### src/rtl/pattern_dead_time.sv
// CLCT dead-time filter: fires the best pattern candidate unless a recent fire
// nearby in key space is still within its blanking window.
module pattern_dead_time #(
    parameter int MXPATB = 7,
    parameter int MXKEYB = 5,
    parameter int MXPATC = 12
) (
    input  logic              clock,
    input  logic              global_reset_n,
    input  logic              best_vld,
    input  logic [MXPATB-1:0] best_pat,
    input  logic [MXKEYB-1:0] best_key,
    input  logic [MXPATC-1:0] best_carry,
    input  logic [2:0]        hit_thresh,
    input  logic [3:0]        pid_thresh,
    input  logic [3:0]        dead_time,
    input  logic [2:0]        dead_zone,
    output logic              clct_vld,
    output logic [MXPATB-1:0] clct_pat,
    output logic [MXKEYB-1:0] clct_key,
    output logic [MXPATC-1:0] clct_carry,
    output logic              busy,
    output logic [15:0]       clct_cnt,
    output logic [15:0]       blank_cnt,
    output logic              fsm_state
);

    typedef enum logic {
        IDLE = 1'b0,
        DEAD = 1'b1
    } state_t;

    state_t            state;
    logic [3:0]        dead_cnt;
    logic [MXKEYB-1:0] zone_key;

    logic              qualify;
    logic [MXKEYB-1:0] key_diff;
    logic              in_zone;
    logic              blank;
    logic              fire;

    // Absolute key distance: keys never wrap, so 31 and 0 are far apart.
    always_comb begin
        qualify  = best_vld
                   && (best_pat[MXPATB-1 -: 3] >= hit_thresh)
                   && (best_pat[3:0] >= pid_thresh);
        key_diff = (best_key >= zone_key) ? (best_key - zone_key)
                                          : (zone_key - best_key);
        in_zone  = key_diff <= MXKEYB'(dead_zone);
        blank    = qualify && (state == DEAD) && in_zone;
        fire     = qualify && !blank;
    end

    assign fsm_state = (state == DEAD);

    always_ff @(posedge clock or negedge global_reset_n) begin
        if (!global_reset_n) begin
            state      <= IDLE;
            dead_cnt   <= 4'd0;
            zone_key   <= '0;
            busy       <= 1'b0;
            clct_vld   <= 1'b0;
            clct_pat   <= '0;
            clct_key   <= '0;
            clct_carry <= '0;
            clct_cnt   <= 16'd0;
            blank_cnt  <= 16'd0;
        end else begin
            clct_vld <= fire;
            if (fire) begin
                clct_pat   <= best_pat;
                clct_key   <= best_key;
                clct_carry <= best_carry;
            end
            if (fire && (clct_cnt != 16'hFFFF)) begin
                clct_cnt <= clct_cnt + 16'd1;
            end
            if (blank && (blank_cnt != 16'hFFFF)) begin
                blank_cnt <= blank_cnt + 16'd1;
            end

            // Any fire (re)arms the single tracked zone; dead_time only read here.
            if (fire) begin
                if (dead_time != 4'd0) begin
                    state    <= DEAD;
                    busy     <= 1'b1;
                    zone_key <= best_key;
                    dead_cnt <= dead_time;
                end else begin
                    state    <= IDLE;
                    busy     <= 1'b0;
                    dead_cnt <= 4'd0;
                end
            end else begin
                case (state)
                    IDLE: begin
                        busy <= 1'b0;
                    end
                    DEAD: begin
                        if (dead_cnt <= 4'd1) begin
                            state    <= IDLE;
                            busy     <= 1'b0;
                            dead_cnt <= 4'd0;
                        end else begin
                            busy     <= 1'b1;
                            dead_cnt <= dead_cnt - 4'd1;
                        end
                    end
                    default: begin
                        state    <= IDLE;
                        busy     <= 1'b0;
                        dead_cnt <= 4'd0;
                    end
                endcase
            end
        end
    end

endmodule

### config.mk
export PLATFORM = sky130hd
export DESIGN_NAME = pattern_dead_time
export DESIGN_NICKNAME = d
export VERILOG_FILES = /design/src/rtl/pattern_dead_time.sv
export SDC_FILE = /design/constraint.sdc
export NUM_CORES = 1
export LEC_CHECK = 0
export CAP_MARGIN = 20
export CORE_AREA = 2 2 114 116
export DETAILED_ROUTE_END_ITERATION = 7
export DIE_AREA = 0 0 116 118
export MAX_ROUTING_LAYER = met4
export PLACE_DENSITY = 0.53
export SETUP_SLACK_MARGIN = 0.5
export SLEW_MARGIN = 20
export SYNTH_ARGS = -nofsm -noshare
export SYNTH_HDL_FRONTEND = slang
export SYNTH_SLANG_ARGS = --single-unit
### constraint.sdc
create_clock -name clock -period 4.26 [get_ports clock]
set_input_delay 0.426 -clock clock [delete_from_list [all_inputs] [get_ports clock]]
set_output_delay 0.426 -clock clock [all_outputs]
set_load 0.02 [all_outputs]
# [Word level (Yosys, flattened, before mapping)]
# Cells that the tools add are included.
[classes] mux=11 order_cmp=5 add_sub_neg=5 n_bitwise=1 n_eq_ne=2 n_reduce_logical=11
[ops] cell="16-bit by 1-bit adder with 16-bit output (second input constant)" n=2
[ops] cell="16-bit != test (second input constant)" n=2
[ops] cell="4-bit 2-to-1 mux" n=4
[ops] cell="5-bit subtractor" n=2
[ops] cell="1-bit logical AND" n=7
[ops] cell="5-bit greater-or-equal comparator" n=1
[ops] cell="5-bit by 3-bit less-or-equal comparator with 1-bit output" n=1
[ops] cell="1-bit 2-to-1 mux" n=5
[ops] cell="5-bit 2-to-1 mux" n=1
[ops] cell="4-bit greater-or-equal comparator" n=1
[ops] cell="4-bit by 1-bit less-or-equal comparator with 1-bit output (second input constant)" n=1
[ops] cell="4-bit nonzero test" n=1
[ops] cell="4-bit by 1-bit subtractor with 4-bit output (second input constant)" n=1
[ops] cell="3-bit greater-or-equal comparator" n=1
[ops] cell="1-bit case mux with 2 select lines" n=1
[ops] cell="2-bit AND reduction" n=1
[ops] cell="2-bit nonzero test" n=1
[ops] cell="1-bit zero test" n=1
[ops] cell="1-bit inverter" n=1
[totals] out_inout_bits=59 ff_bits=68 in_bits=41 elab_cells=45

# [Longest topological paths before layout]
# Gate-level depths: netlist (run 1).
[depth] ltp_word=8 depth_mapped=17 mapped_depth_nobuf=15

# [Worst setup path before layout (run 1)]
# No wires, ideal clock.
[synth_path] kind="input to register" from="input best_key[1]" to="register zone_key[4]" required_time_ps=4135 path_stages=15 path_buffers=1 path_slack_ps=741 setup_ps=125 arrival_ps=3395 path_cell_list="inv_1 > ha_1 > nor2b_1 > o211ai_2 > a31oi_2 > mux2_2 > ha_1 > nand3_1 > o21ai_0 > o21ai_0 > and4b_1 > nor3b_2 > o41a_1 > buf_4 > mux2_2"
[synth_between] elab_chain_len=7 elab_cells_between_ends=9 classes_between="2 x add/sub; 2 x order compare; 1 x mux; 4 x reduce/logical"
[synth_lines] item="from (decl)" line="12" rtl="input logic [MXKEYB-1:0] best_key,"
[synth_lines] item="5-bit subtractor, or another cell as far along" line="49" rtl=": (zone_key - best_key);"
[synth_lines] item="5-bit 2-to-1 mux *" line="48" rtl="key_diff = (best_key >= zone_key) ? (best_key - zone_key)"
[synth_lines] item="5-bit by 3-bit less-or-equal comparator with 1-bit output *" line="50" rtl="in_zone = key_diff <= MXKEYB'(dead_zone);"
[synth_lines] item="1-bit logical AND *" line="51" rtl="blank = qualify && (state == DEAD) && in_zone;"
[synth_lines] item="1-bit zero test *" line="52" rtl="fire = qualify && !blank;"
[synth_lines] item="1-bit logical AND *" line="52"
[synth_lines] item="2-bit AND reduction (no source line) *"
[synth_lines] item="to (signal assigned)" line="88" rtl="zone_key <= best_key;"
[synth_lines] item="to (decl)" line="35" rtl="logic [MXKEYB-1:0] zone_key;"
# Every way passes the cells marked *; elsewhere a longest branch is shown, timed or not.
# A chain may end at the register's enable or synchronous reset.

# [Final worst setup path (run 1)]
[layout_path] from="input best_key[0]" to="register clct_cnt[1]"
[layout_between] elab_chain_len=7 elab_cells_between_ends=9 classes_between="2 x add/sub; 2 x order compare; 1 x mux; 4 x reduce/logical"
[layout_lines] item="5-bit subtractor, or another cell as far along" line="49"
[layout_lines] item="5-bit 2-to-1 mux *" line="48"
[layout_lines] item="5-bit by 3-bit less-or-equal comparator with 1-bit output *" line="50"
[layout_lines] item="1-bit logical AND *" line="51"
[layout_lines] item="1-bit zero test *" line="52"
[layout_lines] item="1-bit logical AND *" line="52"
[layout_lines] item="1-bit logical AND *" line="76" rtl="if (fire && (clct_cnt != 16'hFFFF)) begin"
[layout_lines] item="to (signal assigned)" line="77" rtl="clct_cnt <= clct_cnt + 16'd1;"
[layout_lines] item="to (decl)" line="23" rtl="output logic [15:0] clct_cnt,"
# Marked as above.

==> impl_metrics.ini, run 1 <==
[routing]
avgViaCountPerCell = 4.54
drt-initial-drc-count = 82
routed_wl_mm = 8.32
drc = 0
dr.pass1.iters = 4
drt-wirelength-per-cell_um = 13.7
ant_nets = 0
route.vias.total = 2767

[cts]
root_buffer = clkbuf_16
cts.sinks = 67
clock_latency_ps = 330
clk_path_buf_depth = 2
cts_made_buffers = 9
path_clk_slew_ps = 50
cts_tree = done
htree_levels = 3
holdBufCountCts = 0

[yosys]
syn_area_um2 = 3560
synthFlopType = dfrtp_1
yosys_warnings = 0
synth_cells = 311
synth_edf_count = 0
syn_area_per_cell_um2 = 11.4
synth_cell_types = 43
synth-seq-cells = 67
synth_nets = 377
ys_async_sr_fraction = 1.00
yosysSeqAreaShare = 0.471

[timing]
worst_slew_pin_slew_ps = 874
final_hold_viol_count = 0
period_needed_ps = 3600
relSlewSlack = 0.417
fin_crit_sh = 0.846
setup_violations = 0
max_freq_ghz = 0.277
finClkSkew_ps = 7.47
rsz0062_at_grt = no
maxSlewViolCount = 0

[critical_path]
cp_max_fo = 6
worstPathRequired_ps = 4470
cp_top_family = buffers and inverters
cp_common_cell = o21ai_2
crit_path_start_kind = primary input
critPathKind = primary input to flip-flop
end_kind = flip-flop
crit_arrival_ps = 3820
crit_buf_inv = 4
cp_slowest_stage_delay_ps = 520
cpMaxStageDelayCell = clkdlybuf4s50_1
path_cells = clkdlybuf4s50_1 -> inv_2 -> ha_4 -> nand4_1 -> a31oi_4 -> mux2i_1 -> xnor2_1 -> ha_1 -> nand3_2 -> o21ai_2 -> o21ai_2 -> and4b_2 -> nor3b_4 -> buf_6 -> buf_12 -> and2_4 -> mux2_1

[placement]
io_buffers = 99
dp_hpwl_mm = 6.14
gp_congestion = 0.788
dpl_cell_area_um2 = 4790

[global_route]
grt_first_pass_wirelength_mm = 13.8
grt_max_degree = 68
track_usage = 0.134
use_met1 = 0.154
use_met2 = 0.217
grt_most_used_layer = met2
grt_pass1_vias = 2816
antenna_found_initial = 0
grt_overflow = 0
use_met3 = 0.0319

[layout]
syn_to_final_growth_pct = 50.6
nets = 499
post-route-util = 0.432
stdcell_area_um2 = 5360
drive_gt1_frac = 0.204
antenna_cells = 0

[floorplan]
io_pins = 100
num_rows = 41
die_area_um2 = 13700
core_um2 = 12400
initial_utilization = 0.287
dieWidth_um = 116
die_h_um = 118

[power_and_ir_drop]
powerDensity_nw_per_um2 = 581
p_leak_uw = 0.00239
ir_worst_vdd_uv = 241

[job]
max-cap-violations = 0

[outcome]
status = complete, no violations

[min_path]
hold_path_class = primary input to async pin
placed cells by master, fill, tap and decap left out, types with 12 or more instances in the layout:
cell             synthesis  layout
and3_1                  15      15
nand3_1                 18      17
clkdlybuf4s50_1          0      95
inv_1                   28      26
mux2_2                  28      28
dfrtp_1                 67      67
ha_1                    23      17
buf_4                    3      16
xnor2_1                 26      26
nand2_1                 12      12
cell families (layout without fill, tap and decap cells):
| kind of cell | after synthesis | after routing | share of synthesized area |
|---|---|---|---|
| AND/OR/NAND/NOR | 85 | 85 | 0.135 |
| flip-flops | 67 | 67 | 0.471 |
| adder cells (fa/ha/maj) | 25 | 25 | 0.0921 |
| multiplexers | 37 | 37 | 0.115 |
| AO/OA/AOI/OAI | 28 | 28 | 0.0573 |
| buffers and inverters | 38 | 164 | 0.0541 |
| XOR/XNOR | 31 | 31 | 0.0762 |
metal layers:
metal,vias up,wire [µm]
li1,1333,-
met1,1352,3490
met2,66,4270
met3,16,377
met4,0,189
met5,-,0
path summary, 6_finish.rpt:
kind	to	slack, ps	depth (start not counted)	start
hold / removal	clct_cnt[10]$_DFFE_PN0P_	210	1	global_reset_n
hold reg to reg	clct_cnt[9]$_DFFE_PN0P_	490	1	clct_cnt[9]$_DFFE_PN0P_
setup reg to reg	clct_cnt[1]$_DFFE_PN0P_	700	17	zone_key[1]$_DFFE_PN0P_
max in group asynchronous	clct_carry[2]$_DFFE_PN0P_	3490	1	global_reset_n
min in group clock	clct_key[3]$_DFFE_PN0P_	410	2	best_key[3]
setup / recovery	clct_cnt[1]$_DFFE_PN0P_	660	17	best_key[0]
final cells by class:
type,instances,area (µm²)
clock buffers,14,284
repair buffers,121,1230
flip-flops and latches,67,1680
multi-input cells,206,1820
clock inverters,1,30.0
well taps,172,215
fillers,1209,7050
inverters,28,105
cell usage after synthesis, types with 2 or more instances:
cell	number	area, µm²
a211oi_1	2	15.0
xnor2_1	26	228
mux2_2	28	315
mux2_1	3	33.8
a21oi_1	5	25.0
inv_1	28	105
nand2b_1	5	31.3
mux2i_1	6	60.1
nand4_1	9	56.3
and3_1	15	93.8
buf_4	3	22.5
and2_1	3	18.8
a22oi_1	2	15.0
o21ai_0	7	35.0
or2_1	2	12.5
buf_6	5	56.3
nand3b_1	2	15.0
ha_1	23	288
a21o_1	4	30.0
nand2_1	12	45.0
fa_1	2	40.0
o41a_1	2	22.5
nand3_1	18	90.1
dfrtp_1	67	1680
nor2_1	6	22.5
xor2_1	5	43.8
nor3_1	5	25.0
sequential cells by signal (all words and copies together), names as in the netlist:
register	cells
clct_vld	1
busy	1
blank_cnt	16
clct_pat	7
clct_cnt	16
clct_key	5
zone_key	5
dead_cnt	4
clct_carry	12
metrics by stage:
stage	hold slack (ps)	std cells	TNS, ps	setup slack (ps)	power [µW]
6_report	205	609	0	655	3120
2_1_floorplan	130	311	0	741	1680
3_3_place_gp	476	585	0	23.5	2180
5_1_grt	303	609	0	471	3330
4_1_cts	249	604	0	505	3060
3_5_place_dp	489	585	-2370	-158	2210
power breakdown:
part           leakage [µW]  switching, µW  internal (µW)
combinational       0.00137            641            744
sequential         0.000861            135            822
clock              0.000155            262            514
total               0.00239           1040           2080
repair_timing:
action	4_1_cts	5_1_grt
pin swaps	6	9
resized for setup	13	19
hold endpoints to repair	0	0
gates cloned	0	1
setup endpoints to repair	64	62
buffers inserted	4	4
(Power assumes the default switching activity.)
==> run 2, diff against run 1 <==
Settings changed: PLACE_DENSITY 0.53 to 0.55.
Clock period 4.26 ns to 3.2 ns, I/O delays scaled along.
==> impl_metrics.ini, run 2 (synthesis gave the netlist of run 1 again) <==
[critical_path]
cp_max_fo = 5
worstPathRequired_ps = 3470
cpMaxStageDelayCell = dfrtp_1
crit_path_start_kind = flip-flop
path_cells = inv_2 -> ha_4 -> or2_1 -> o211ai_2 -> a31oi_4 -> mux2_4 -> ha_4 -> a211oi_4 -> o21ai_2 -> buf_4 -> nor4_2 -> buf_4 -> nor3b_4 -> buf_12 -> buf_12 -> or3_4 -> o21ai_2
cp_top_family = simple AND/OR/NAND/NOR gates
end_kind = flip-flop
crit_buf_inv = 5
crit_arrival_ps = 3770
cp_slowest_stage_delay_ps = 420
critPathKind = flip-flop to flip-flop

[routing]
ant_nets = 0
routed_wl_mm = 9.24
drt-wirelength-per-cell_um = 14.5
dr.pass1.iters = 4
drc = 0
drt-initial-drc-count = 122
avgViaCountPerCell = 4.57
route.vias.total = 2913

[job]
max-cap-violations = 0

[power_and_ir_drop]
internal_power_uw = 3090
p_clk_frac = 0.251
powerDensity_nw_per_um2 = 764
p_leak_uw = 0.00275
power.switching_uw = 1510
pwr-share-seq = 0.282
ir_worst_vdd_uv = 421
p_sw_frac = 0.328
power_frac_comb = 0.467
power.total_uw = 4600

[layout]
fill_cells = 1154
drive_gt1_frac = 0.318
nets = 526
antenna_cells = 0
final_common_cell = clkdlybuf4s50_1
register_area_um2 = 1680
largestRegisters = blank_cnt x16, clct_cnt x16, clct_carry x12
syn_to_final_growth_pct = 69.1
stdcell_count = 637
final_cell_mix = 94 x clkdlybuf4s50_1, 67 x dfrtp_1, 30 x mux2_4
multi_input_area_um2 = 2130

[timing]
worst_slack_ps = -308
final_hold_viol_count = 0
relSlewSlack = 0.409
fin_crit_sh = 1.10
rsz0062_at_grt = yes
max_freq_ghz = 0.285
setup_violations = 67
worst_slew_pin_slew_ps = 887
period_needed_ps = 3510
finClkSkew_ps = 2.72
tns_ps = -14510
maxSlewViolCount = 0

[cts]
clock_latency_ps = 340
cts_tree = done
cts_made_buffers = 9
htree_levels = 3
root_buffer = clkbuf_16
cts.sinks = 67
path_clk_slew_ps = 60
holdBufCountCts = 0
clk_path_buf_depth = 2

[placement]
io_buffers = 99
dp.cells = 603
gp_congestion = 0.863
dp_hpwl_mm = 6.29

[global_route]
grt_overflow = 0
grt_first_pass_wirelength_mm = 15.1
track_usage = 0.145
grt_pass1_vias = 3136
grt_max_degree = 68
antenna_found_initial = 0

[floorplan]
die_h_um = 118
num_rows = 41
io_pins = 100
initial_utilization = 0.287
die_area_um2 = 13700
core_um2 = 12400
dieWidth_um = 116

[min_path]
hold_path_class = primary input to async pin

[outcome]
status = complete, but fails checks
failed_checks = setup timing
## run 2: repair_timing
item                                   CTS  global route
endpoints found under the hold margin    0             0
resized for setup                       61            27
gates cloned                             1             1
setup buffers                           14             2
pin swaps                               20            12
setup endpoints to repair               67            67
## run 2: per-stage QoR
stage / hold slack, ps / util / area, µm² / setup WS [ps]
6_report: 185 / 0.485 / 6020 / -308
5_1_grt: 283 / 0.485 / 6020 / -481
4_1_cts: 238 / 0.470 / 5830 / -290
3_5_place_dp: 477 / 0.412 / 5110 / -787
3_3_place_gp: 464 / 0.412 / 5110 / -700
2_1_floorplan: 24.4 / - / 3730 / -90.3
## run 2: power groups by stage
stage	logic, µW	clock network, µW	registers (µW)
after detailed placement	1880	0	1290
after global routing	2320	1220	1330
final	2150	1160	1300
after CTS	2050	1190	1290
after global placement	1850	0	1290
after floorplan	900	0	1500
## run 2: path summary, 6_finish.rpt
path                                            from                   endpoint  slack (ps)  cells after the start
max                          zone_key[1]$_DFFE_PN0P_    dead_cnt[1]$_DFFE_PN0P_        -310                     17
min                                   global_reset_n  clct_carry[7]$_DFFE_PN0P_         180                      2
max reg2reg                  zone_key[1]$_DFFE_PN0P_    dead_cnt[1]$_DFFE_PN0P_        -310                     17
min reg2reg                blank_cnt[12]$_DFFE_PN0P_  blank_cnt[12]$_DFFE_PN0P_         490                      1
max in group asynchronous             global_reset_n  blank_cnt[15]$_DFFE_PN0P_        2430                      2
min in group clock                       best_key[2]    clct_key[2]$_DFFE_PN0P_         430                      2
## run 2: final cells by class
type / count / area share
multi-input combinational: 206 / 0.354
clock buffer: 11 / 0.0403
timing repair buffer: 148 / 0.257
inverter: 28 / 0.0175
sequential: 67 / 0.278
tap: 172 / 0.0357
clock inverter: 5 / 0.0166
## run 2: metal layers
metal  global-route usage  wire length (µm)
met4               0.0729               261
met1                0.186              4260
met2                0.213              4240
met5                    -                 0
met3               0.0324               479
